$ cat config.mk
export PLATFORM = sky130hd
export DESIGN_NAME = res_ram_arbiter_flat
export DESIGN_NICKNAME = d
export VERILOG_FILES = /design/src/rtl/res_arb_pkg.sv /design/src/rtl/res_ram_arbiter_if.sv /design/src/rtl/res_ram_arbiter.sv /design/src/flat_wrapper.sv
export SDC_FILE = /design/constraint.sdc
export NUM_CORES = 1
export LEC_CHECK = 0
export CAP_MARGIN = 10
export CORE_ASPECT_RATIO = 1.5
export CORE_UTILIZATION = 35
export DETAILED_ROUTE_END_ITERATION = 12
export PLACE_DENSITY_LB_ADDON = 0.05
export SYNTH_ARGS = -nofsm -noshare
export SYNTH_HDL_FRONTEND = slang
export SYNTH_SLANG_ARGS = --single-unit
export TNS_END_PERCENT = 100
$ cat constraint.sdc
create_clock -name clk -period 1.68 [get_ports clk]
set_input_delay 0.168 -clock clk [delete_from_list [all_inputs] [get_ports clk]]
set_output_delay 0.168 -clock clk [all_outputs]
set_load 0.05 [all_outputs]
$ cat src/rtl/res_arb_pkg.sv
// Shared types and constants for the result-RAM arbiter: bus widths, FSM states,
// requester ids, the read-return tag and the blocked-counter update rule.
package res_arb_pkg;

  localparam int unsigned ADDR_W = 14;
  localparam int unsigned DATA_W = 8;
  localparam int unsigned CNT_W  = 4;

  typedef enum logic [1:0] {
    IDLE,
    OWN_A,
    OWN_B
  } arb_state_e;

  typedef enum logic {
    REQ_A,
    REQ_B
  } req_id_e;

  typedef struct packed {
    logic    valid;
    req_id_e owner;
  } rd_tag_t;

  // Blocked counter: cleared by the requester's own grant or by it letting go of
  // req; otherwise counts (saturating) only while the other side owns the RAM.
  function automatic logic [CNT_W-1:0] starve_next(
    input logic [CNT_W-1:0] cnt,
    input logic             req,
    input logic             gnt,
    input logic             held_off,
    input logic [CNT_W-1:0] cnt_max
  );
    logic [CNT_W-1:0] nxt;
    nxt = cnt;
    if (gnt || !req) begin
      nxt = '0;
    end else if (held_off && (cnt < cnt_max)) begin
      nxt = cnt + 4'd1;
    end
    return nxt;
  endfunction

endpackage

$ cat src/rtl/res_ram_arbiter_if.sv
// One requester's port onto the result-RAM arbiter: request/command from the
// requester, combinational grant and the read-return path back to it.
interface res_ram_arbiter_if;
  import res_arb_pkg::*;

  logic              req;
  logic              we;
  logic [ADDR_W-1:0] addr;
  logic [DATA_W-1:0] wdata;
  logic              lock;
  logic              gnt;
  logic              rvalid;
  logic [DATA_W-1:0] rdata;

  modport master (
    output req, we, addr, wdata, lock,
    input  gnt, rvalid, rdata
  );

  modport slave (
    input  req, we, addr, wdata, lock,
    output gnt, rvalid, rdata
  );

endinterface

$ cat src/rtl/res_ram_arbiter.sv
// Shares the single-port result RAM between the distance-transform engine (A) and
// the host port (B): round-robin, lockable ownership, starvation override, 2-cycle reads.
module res_ram_arbiter
  import res_arb_pkg::*;
#(
  parameter int unsigned STARVE_MAX = 4
) (
  input  logic              clk,
  input  logic              reset,
  res_ram_arbiter_if.slave  a_if,
  res_ram_arbiter_if.slave  b_if,
  output logic              res_rd_o,
  output logic              res_wr_o,
  output logic [ADDR_W-1:0] res_addr_o,
  output logic [DATA_W-1:0] res_do_o,
  input  logic [DATA_W-1:0] res_di_i
);

  localparam logic [CNT_W-1:0] STARVE_CNT = CNT_W'(STARVE_MAX);

  arb_state_e        state_q, state_d;
  req_id_e           last_q, last_d;
  logic [CNT_W-1:0]  a_cnt_q, a_cnt_d;
  logic [CNT_W-1:0]  b_cnt_q, b_cnt_d;
  logic              a_gnt, b_gnt;
  logic              res_rd_q, res_rd_d;
  logic              res_wr_q, res_wr_d;
  logic [ADDR_W-1:0] res_addr_q, res_addr_d;
  logic [DATA_W-1:0] res_do_q, res_do_d;
  rd_tag_t           tag1_q, tag1_d;
  rd_tag_t           tag2_q, tag2_d;
  logic              a_rvalid, b_rvalid;

  // NOTE: sequential state is assigned with <= so every register samples the
  // pre-edge values no matter how the always_ff blocks are ordered.
  always_ff @(posedge clk) begin
    if (reset) begin
      state_q <= IDLE;
    end else begin
      state_q <= state_d;
    end
  end

  // Owner keeps the RAM while it both requests and holds lock.
  always_comb begin
    state_d = state_q;
    unique case (state_q)
      IDLE: begin
        if (a_gnt && a_if.lock) begin
          state_d = OWN_A;
        end else if (b_gnt && b_if.lock) begin
          state_d = OWN_B;
        end
      end
      OWN_A:   if (!(a_if.req && a_if.lock)) state_d = IDLE;
      OWN_B:   if (!(b_if.req && b_if.lock)) state_d = IDLE;
      default: state_d = IDLE;
    endcase
  end

  // NOTE: every output of an always_comb gets a default first, so no path can
  // leave it unassigned and infer a latch.
  always_comb begin
    a_gnt = 1'b0;
    b_gnt = 1'b0;
    unique case (state_q)
      IDLE: begin
        if (a_if.req && b_if.req) begin
          if (last_q == REQ_B) a_gnt = 1'b1;
          else                 b_gnt = 1'b1;
        end else if (a_if.req) begin
          a_gnt = 1'b1;
        end else if (b_if.req) begin
          b_gnt = 1'b1;
        end
      end
      OWN_A: begin
        if (b_if.req && (b_cnt_q == STARVE_CNT)) b_gnt = 1'b1;
        else if (a_if.req)                      a_gnt = 1'b1;
      end
      OWN_B: begin
        if (a_if.req && (a_cnt_q == STARVE_CNT)) a_gnt = 1'b1;
        else if (b_if.req)                      b_gnt = 1'b1;
      end
      default: begin
        a_gnt = 1'b0;
        b_gnt = 1'b0;
      end
    endcase
  end

  always_comb begin
    last_d     = last_q;
    res_rd_d   = 1'b0;
    res_wr_d   = 1'b0;
    res_addr_d = res_addr_q;
    res_do_d   = res_do_q;
    tag1_d     = '{valid: 1'b0, owner: REQ_A};
    if (a_gnt) begin
      last_d     = REQ_A;
      res_rd_d   = !a_if.we;
      res_wr_d   = a_if.we;
      res_addr_d = a_if.addr;
      res_do_d   = a_if.wdata;
      tag1_d     = '{valid: !a_if.we, owner: REQ_A};
    end else if (b_gnt) begin
      last_d     = REQ_B;
      res_rd_d   = !b_if.we;
      res_wr_d   = b_if.we;
      res_addr_d = b_if.addr;
      res_do_d   = b_if.wdata;
      tag1_d     = '{valid: !b_if.we, owner: REQ_B};
    end
    tag2_d  = tag1_q;
    a_cnt_d = starve_next(a_cnt_q, a_if.req, a_gnt, state_q == OWN_B, STARVE_CNT);
    b_cnt_d = starve_next(b_cnt_q, b_if.req, b_gnt, state_q == OWN_A, STARVE_CNT);
  end

  always_ff @(posedge clk) begin
    if (reset) begin
      last_q     <= REQ_B;
      a_cnt_q    <= '0;
      b_cnt_q    <= '0;
      res_rd_q   <= 1'b0;
      res_wr_q   <= 1'b0;
      res_addr_q <= '0;
      res_do_q   <= '0;
      tag1_q     <= '{valid: 1'b0, owner: REQ_A};
      tag2_q     <= '{valid: 1'b0, owner: REQ_A};
    end else begin
      last_q     <= last_d;
      a_cnt_q    <= a_cnt_d;
      b_cnt_q    <= b_cnt_d;
      res_rd_q   <= res_rd_d;
      res_wr_q   <= res_wr_d;
      res_addr_q <= res_addr_d;
      res_do_q   <= res_do_d;
      tag1_q     <= tag1_d;
      tag2_q     <= tag2_d;
    end
  end

  // The RAM answers one cycle after res_rd, which is when the tag reaches stage 2.
  assign a_rvalid = tag2_q.valid && (tag2_q.owner == REQ_A);
  assign b_rvalid = tag2_q.valid && (tag2_q.owner == REQ_B);

  assign a_if.gnt    = a_gnt;
  assign b_if.gnt    = b_gnt;
  assign a_if.rvalid = a_rvalid;
  assign b_if.rvalid = b_rvalid;
  assign a_if.rdata  = a_rvalid ? res_di_i : '0;
  assign b_if.rdata  = b_rvalid ? res_di_i : '0;

  assign res_rd_o   = res_rd_q;
  assign res_wr_o   = res_wr_q;
  assign res_addr_o = res_addr_q;
  assign res_do_o   = res_do_q;

endmodule

$ cat src/flat_wrapper.sv
// flat-port wrapper written by rule: the top's interface ports become plain ports
module res_ram_arbiter_flat import res_arb_pkg::*;
#(
  parameter int unsigned STARVE_MAX = 4
)
  (clk, reset, res_rd_o, res_wr_o, res_addr_o, res_do_o, res_di_i, a_if_req, a_if_we, a_if_addr, a_if_wdata, a_if_lock, a_if_gnt, a_if_rvalid, a_if_rdata, b_if_req, b_if_we, b_if_addr, b_if_wdata, b_if_lock, b_if_gnt, b_if_rvalid, b_if_rdata);
  res_ram_arbiter_if a_if_i ();
  res_ram_arbiter_if b_if_i ();
  input  logic clk;
  input  logic reset;
  output logic res_rd_o;
  output logic res_wr_o;
  output logic [ADDR_W-1:0] res_addr_o;
  output logic [DATA_W-1:0] res_do_o;
  input  logic [DATA_W-1:0] res_di_i;
  input wire logic [$bits(a_if_i.req)-1:0] a_if_req;
  input wire logic [$bits(a_if_i.we)-1:0] a_if_we;
  input wire logic [$bits(a_if_i.addr)-1:0] a_if_addr;
  input wire logic [$bits(a_if_i.wdata)-1:0] a_if_wdata;
  input wire logic [$bits(a_if_i.lock)-1:0] a_if_lock;
  output wire logic [$bits(a_if_i.gnt)-1:0] a_if_gnt;
  output wire logic [$bits(a_if_i.rvalid)-1:0] a_if_rvalid;
  output wire logic [$bits(a_if_i.rdata)-1:0] a_if_rdata;
  input wire logic [$bits(b_if_i.req)-1:0] b_if_req;
  input wire logic [$bits(b_if_i.we)-1:0] b_if_we;
  input wire logic [$bits(b_if_i.addr)-1:0] b_if_addr;
  input wire logic [$bits(b_if_i.wdata)-1:0] b_if_wdata;
  input wire logic [$bits(b_if_i.lock)-1:0] b_if_lock;
  output wire logic [$bits(b_if_i.gnt)-1:0] b_if_gnt;
  output wire logic [$bits(b_if_i.rvalid)-1:0] b_if_rvalid;
  output wire logic [$bits(b_if_i.rdata)-1:0] b_if_rdata;
  assign a_if_i.req = a_if_req;
  assign a_if_i.we = a_if_we;
  assign a_if_i.addr = a_if_addr;
  assign a_if_i.wdata = a_if_wdata;
  assign a_if_i.lock = a_if_lock;
  assign a_if_gnt = a_if_i.gnt;
  assign a_if_rvalid = a_if_i.rvalid;
  assign a_if_rdata = a_if_i.rdata;
  assign b_if_i.req = b_if_req;
  assign b_if_i.we = b_if_we;
  assign b_if_i.addr = b_if_addr;
  assign b_if_i.wdata = b_if_wdata;
  assign b_if_i.lock = b_if_lock;
  assign b_if_gnt = b_if_i.gnt;
  assign b_if_rvalid = b_if_i.rvalid;
  assign b_if_rdata = b_if_i.rdata;
  res_ram_arbiter #(.STARVE_MAX(STARVE_MAX)) u_core (.clk(clk), .reset(reset), .a_if(a_if_i), .b_if(b_if_i), .res_rd_o(res_rd_o), .res_wr_o(res_wr_o), .res_addr_o(res_addr_o), .res_do_o(res_do_o), .res_di_i(res_di_i));
endmodule
==> results.sh, run 1 <==
export IMPL_routed_via_count=2012
export IMPL_critical_path_arrival_ns=1.54
export IMPL_violations_in_the_final_reports="negative setup slack"
export IMPL_max_capacitance_violation_count=0
export IMPL_rr_worst_depth=7
export IMPL_route_detailed_drc=0
export IMPL_global_route_wire_length_before_repair_um=8870
export IMPL_worst_setup_path_end_kind="output pin"
export IMPL_worst_setup_path_startpoint="u_core.b_cnt_q[1]$_SDFFE_PP0P_"
export IMPL_grt_setup_unrepaired="yes"
export IMPL_tritoncts_num_sinks=38
export IMPL_cts_buffers=5
export IMPL_cp_data_required_time_ns=1.51
export IMPL_worst_slew_pin_slew_ns=0.527
export IMPL_postSynth_asyncResetShare_pct=0
export IMPL_grt_usage_pct=20.5
export IMPL_antennaDiodeCount=0
export IMPL_grt_max_degree=20
export IMPL_r2r_setup_slack_ns=0.01
export IMPL_drtIter0Drc=56
export IMPL_power_density_mw_per_mm2=690
export IMPL_start_util_pct=36.7
export IMPL_hold_ws_ns=0.441
export IMPL_critPathTopFamily="buffers and inverters"
export IMPL_grtUsageMet1_pct=24.3
export IMPL_finalCoreUtilization_pct=72.7
export IMPL_core_area_mm2=0.00516
export IMPL_floorplan_die_area_mm2=0.00572
export IMPL_critical_path_cell_chain="inv_2 -> ha_4 -> nand4b_1 -> nor2_2 -> a21oi_4 -> inv_2 -> buf_12 -> buf_12"
export IMPL_grt_overflow=0
export IMPL_floorplan_die_height_um=92.1
export IMPL_drtAntennaViolNets=0
export IMPL_placedInstanceArea_mm2=0.00321
export IMPL_ctsLongestPathBuffers=2
export IMPL_sequential_share_of_the_synthesized_area_pct=40.1
export IMPL_synth_area_mm2=0.00190
export IMPL_setup_viol=2
export IMPL_grt_most_used_layer="met2"
export IMPL_final_design_area_no_fill_mm2=0.00375
export IMPL_ys_dominant_reg_cell="sky130_fd_sc_hd__dfxtp_1"
export IMPL_final_layout_size_suffix_gt1_share_pct=34.8
export IMPL_grt_met3_usage_pct=4.23
export IMPL_postSynthCellCount=222
export IMPL_worstSkewPairLatency_ns=0.29
export IMPL_route_final_wire_length_um=5970
export IMPL_compound_gate_fraction_of_synth_area_pct=19.5
export IMPL_rr_startpoint="u_core.state_q[1]$_SDFFE_PP0P_"
export IMPL_cp_endpoint="b_if_gnt"
export IMPL_hold_viol=0
export IMPL_max_slew_margin_pct=64.8
export IMPL_hpwlAfterDp_um=4050
export IMPL_synth_edf_count=0
export IMPL_cts_tree="yes"
export IMPL_yosys_warnings=0
export IMPL_mostFrequentLayoutCells="sky130_fd_sc_hd__clkdlybuf4s50_1, sky130_fd_sc_hd__nand2_1, sky130_fd_sc_hd__dfxtp_1, sky130_fd_sc_hd__buf_4, sky130_fd_sc_hd__buf_12"
export IMPL_run_status="finished, violations left"
export IMPL_global_route_usage_met2_pct=34.8
export IMPL_placement_rows=32
export IMPL_routedWlPerCell_um=14.2
export IMPL_crit_type="reg2out"
export IMPL_number_of_global_route_vias_before_repair=1889
export IMPL_pre_cts_ws_ns=-0.181
export IMPL_clk_transition_reported_paths_ns=0.08
export IMPL_finalNetCount=415
export IMPL_postSynthNetCount=286
export IMPL_final_max_slew_viol_count=0
export IMPL_detail_route_first_pass_iterations=4
export IMPL_hold_class="reg2reg"
export IMPL_synthToLayoutAreaGrowth_pct=98.0
export IMPL_reg2reg_to="u_core.res_do_o[2]$_SDFFE_PP0P_"
export IMPL_io_buffers=103
export IMPL_layout_commonest_cell="sky130_fd_sc_hd__clkdlybuf4s50_1"
export IMPL_worstPathMaxFanout=3
export IMPL_simple_gate_fraction_of_synth_area_pct=29.8
export IMPL_root_buffer="sky130_fd_sc_hd__clkbuf_8"
export IMPL_die_width_um=62.1
export IMPL_power_leakage_nw=1.48
export IMPL_holdPathStages=1
export IMPL_flops_latches_synth=38
export IMPL_synth_top_family_by_area="simple AND/OR/NAND/NOR gates"
export IMPL_cp_depth=8
export IMPL_final_period_utilization_pct=101
export IMPL_top_level_ports=104
export IMPL_clock_skew_final_ns=0.0101
export IMPL_post_synth_mux_area_share_pct=0.528
export IMPL_post_synth_xor_area_fraction_pct=0.924
export IMPL_syn_area_per_cell_um2=8.54
export IMPL_synth_distinct_cells=32
export IMPL_timing_critical_path_buf_inv=4
export IMPL_postCtsHoldBufs=0
export IMPL_cts_htree_levels=2
export IMPL_grt_antenna_before_repair=0
export IMPL_fmax_mhz=587
export IMPL_crit_path_max_incr_delay_ns=0.34
export IMPL_area_share_of_fa_ha_maj_cells_after_synthesis_pct=2.64
export IMPL_report_power_total_mw=2.59
export IMPL_worst_slack_ns=-0.0234
export IMPL_ir_worst_vdd_v=0.000401
export IMPL_critical_path_startpoint_type="flop"
export IMPL_routabilityCongestion=0.743
export IMPL_final_critical_path_required_period_ns=1.70
export IMPL_crit_slowest_cell="sky130_fd_sc_hd__dfxtp_2"
export IMPL_vias_per_cell=4.80
## through the flow
stage / TNS (ns) / std cells
4_1_cts: -0.0319 / 408
6_report: -0.0249 / 419
3_5_place_dp: -3.94 / 394
5_1_grt: -1.26 / 419
2_1_floorplan: 0 / 222
3_3_place_gp: -3.45 / 394
## flip-flops by register name, summed over array words and instances, names as in the netlist
name and flops:
u_core.b_cnt_q 4, u_core.state_q 2, u_core.res_wr_o 1, u_core.tag2_q 2
u_core.last_q 1, u_core.res_do_o 8, u_core.a_cnt_q 4, u_core.res_addr_o 14
u_core.tag1_q 2
## Yosys cell counts, types with 2 or more instances
cell                        n  area (um^2)
sky130_fd_sc_hd__nand2_1   47          176
sky130_fd_sc_hd__dfxtp_1   38          761
sky130_fd_sc_hd__nor2_1    31          116
sky130_fd_sc_hd__a311oi_2  14          210
sky130_fd_sc_hd__and2_1     9         56.3
sky130_fd_sc_hd__and3_1     9         56.3
sky130_fd_sc_hd__a311oi_1   8         70.1
sky130_fd_sc_hd__inv_1      7         26.3
sky130_fd_sc_hd__nand2b_1   6         37.5
sky130_fd_sc_hd__nor3_1     6         30.0
sky130_fd_sc_hd__clkbuf_1   5         18.8
sky130_fd_sc_hd__o21ai_0    5         25.0
sky130_fd_sc_hd__a21oi_1    4         20.0
sky130_fd_sc_hd__buf_6      4         45.0
sky130_fd_sc_hd__ha_1       4         50.1
sky130_fd_sc_hd__nor2b_1    4         25.0
sky130_fd_sc_hd__buf_2      3         15.0
sky130_fd_sc_hd__and2b_1    2         15.0
sky130_fd_sc_hd__buf_4      2         15.0
sky130_fd_sc_hd__xnor2_1    2         17.5
## routing by layer
| layer | up-vias | share of wire [%] |
|---|---|---|
| li1 | 1017 | - |
| met1 | 934 | 40 |
| met2 | 53 | 54 |
| met3 | 8 | 4.0 |
| met4 | 0 | 1.6 |
| met5 | - | 0 |
## how the worst min path moves through the flow
stage	start	endpoint
floorplan	a_if_lock	u_core.state_q[0]$_SDFFE_PP0P_
detailed placement	u_core.tag1_q[0]$_SDFF_PP0_	u_core.tag2_q[0]$_SDFF_PP0_
finish	u_core.tag1_q[0]$_SDFF_PP0_	u_core.tag2_q[0]$_SDFF_PP0_
global route	b_if_lock	u_core.state_q[1]$_SDFFE_PP0P_
global placement	u_core.tag1_q[0]$_SDFF_PP0_	u_core.tag2_q[0]$_SDFF_PP0_
CTS	b_if_lock	u_core.state_q[1]$_SDFFE_PP0P_
## where the power goes
part | switching, mW | total [mW] | internal (mW) | leakage, nW
clock network | 0.318 | 0.603 | 0.285 | 0.0373
logic | 0.506 | 0.983 | 0.476 | 1.13
registers | 0.0410 | 1.01 | 0.964 | 0.316
## cell type report
class                      count  area [um^2]
clock buffer                   6         72.6
clock inverter                 1         7.51
fill                         385         1410
inverter                       8         30.0
multi-input combinational    162         1180
sequential                    38          771
tap                           68         85.1
timing repair buffer         136         1610
## timing repair
action                                  4_1_cts  5_1_grt
resized for setup                            16       48
pin swaps                                     5       22
cloned                                        1        4
setup buffers                                 6        7
endpoints found under the setup margin        3       28
## cells by family (layout without fill, tap and decap cells)
| group | after synthesis | in the layout |
|---|---|---|
| adder cells (fa/ha/maj) | 4 | 4 |
| multiplexers | 1 | 1 |
| AND/OR/NAND/NOR | 120 | 120 |
| XOR/XNOR | 2 | 2 |
| AO/OA/AOI/OAI | 35 | 35 |
| buffers and inverters | 22 | 151 |
| flip-flops | 38 | 38 |
## worst register-to-register path, stage by stage (launching register included)
cell and delay [ns]:
sky130_fd_sc_hd__dfxtp_4 0.38, sky130_fd_sc_hd__and2b_2 0.18, sky130_fd_sc_hd__nand4_4 0.13, sky130_fd_sc_hd__o22a_4 0.28, sky130_fd_sc_hd__buf_12 0.15, sky130_fd_sc_hd__clkbuf_16 0.16
sky130_fd_sc_hd__buf_4 0.14, sky130_fd_sc_hd__a311oi_2 0.17
No activity file was read; power rests on OpenSTA's default activity.
==> run 2, diff against run 1 <==
Settings changed: GPL_ROUTABILITY_DRIVEN set to 0.
==> results of run 2 <==
The final DEF is identical to that of run 1; final timing and power are the same.
==> run 3, diff against run 2 <==
Settings changed: CTS_CLUSTER_SIZE set to 28.
==> results of run 3 <==
The final DEF is identical to that of run 1; final timing and power are the same.
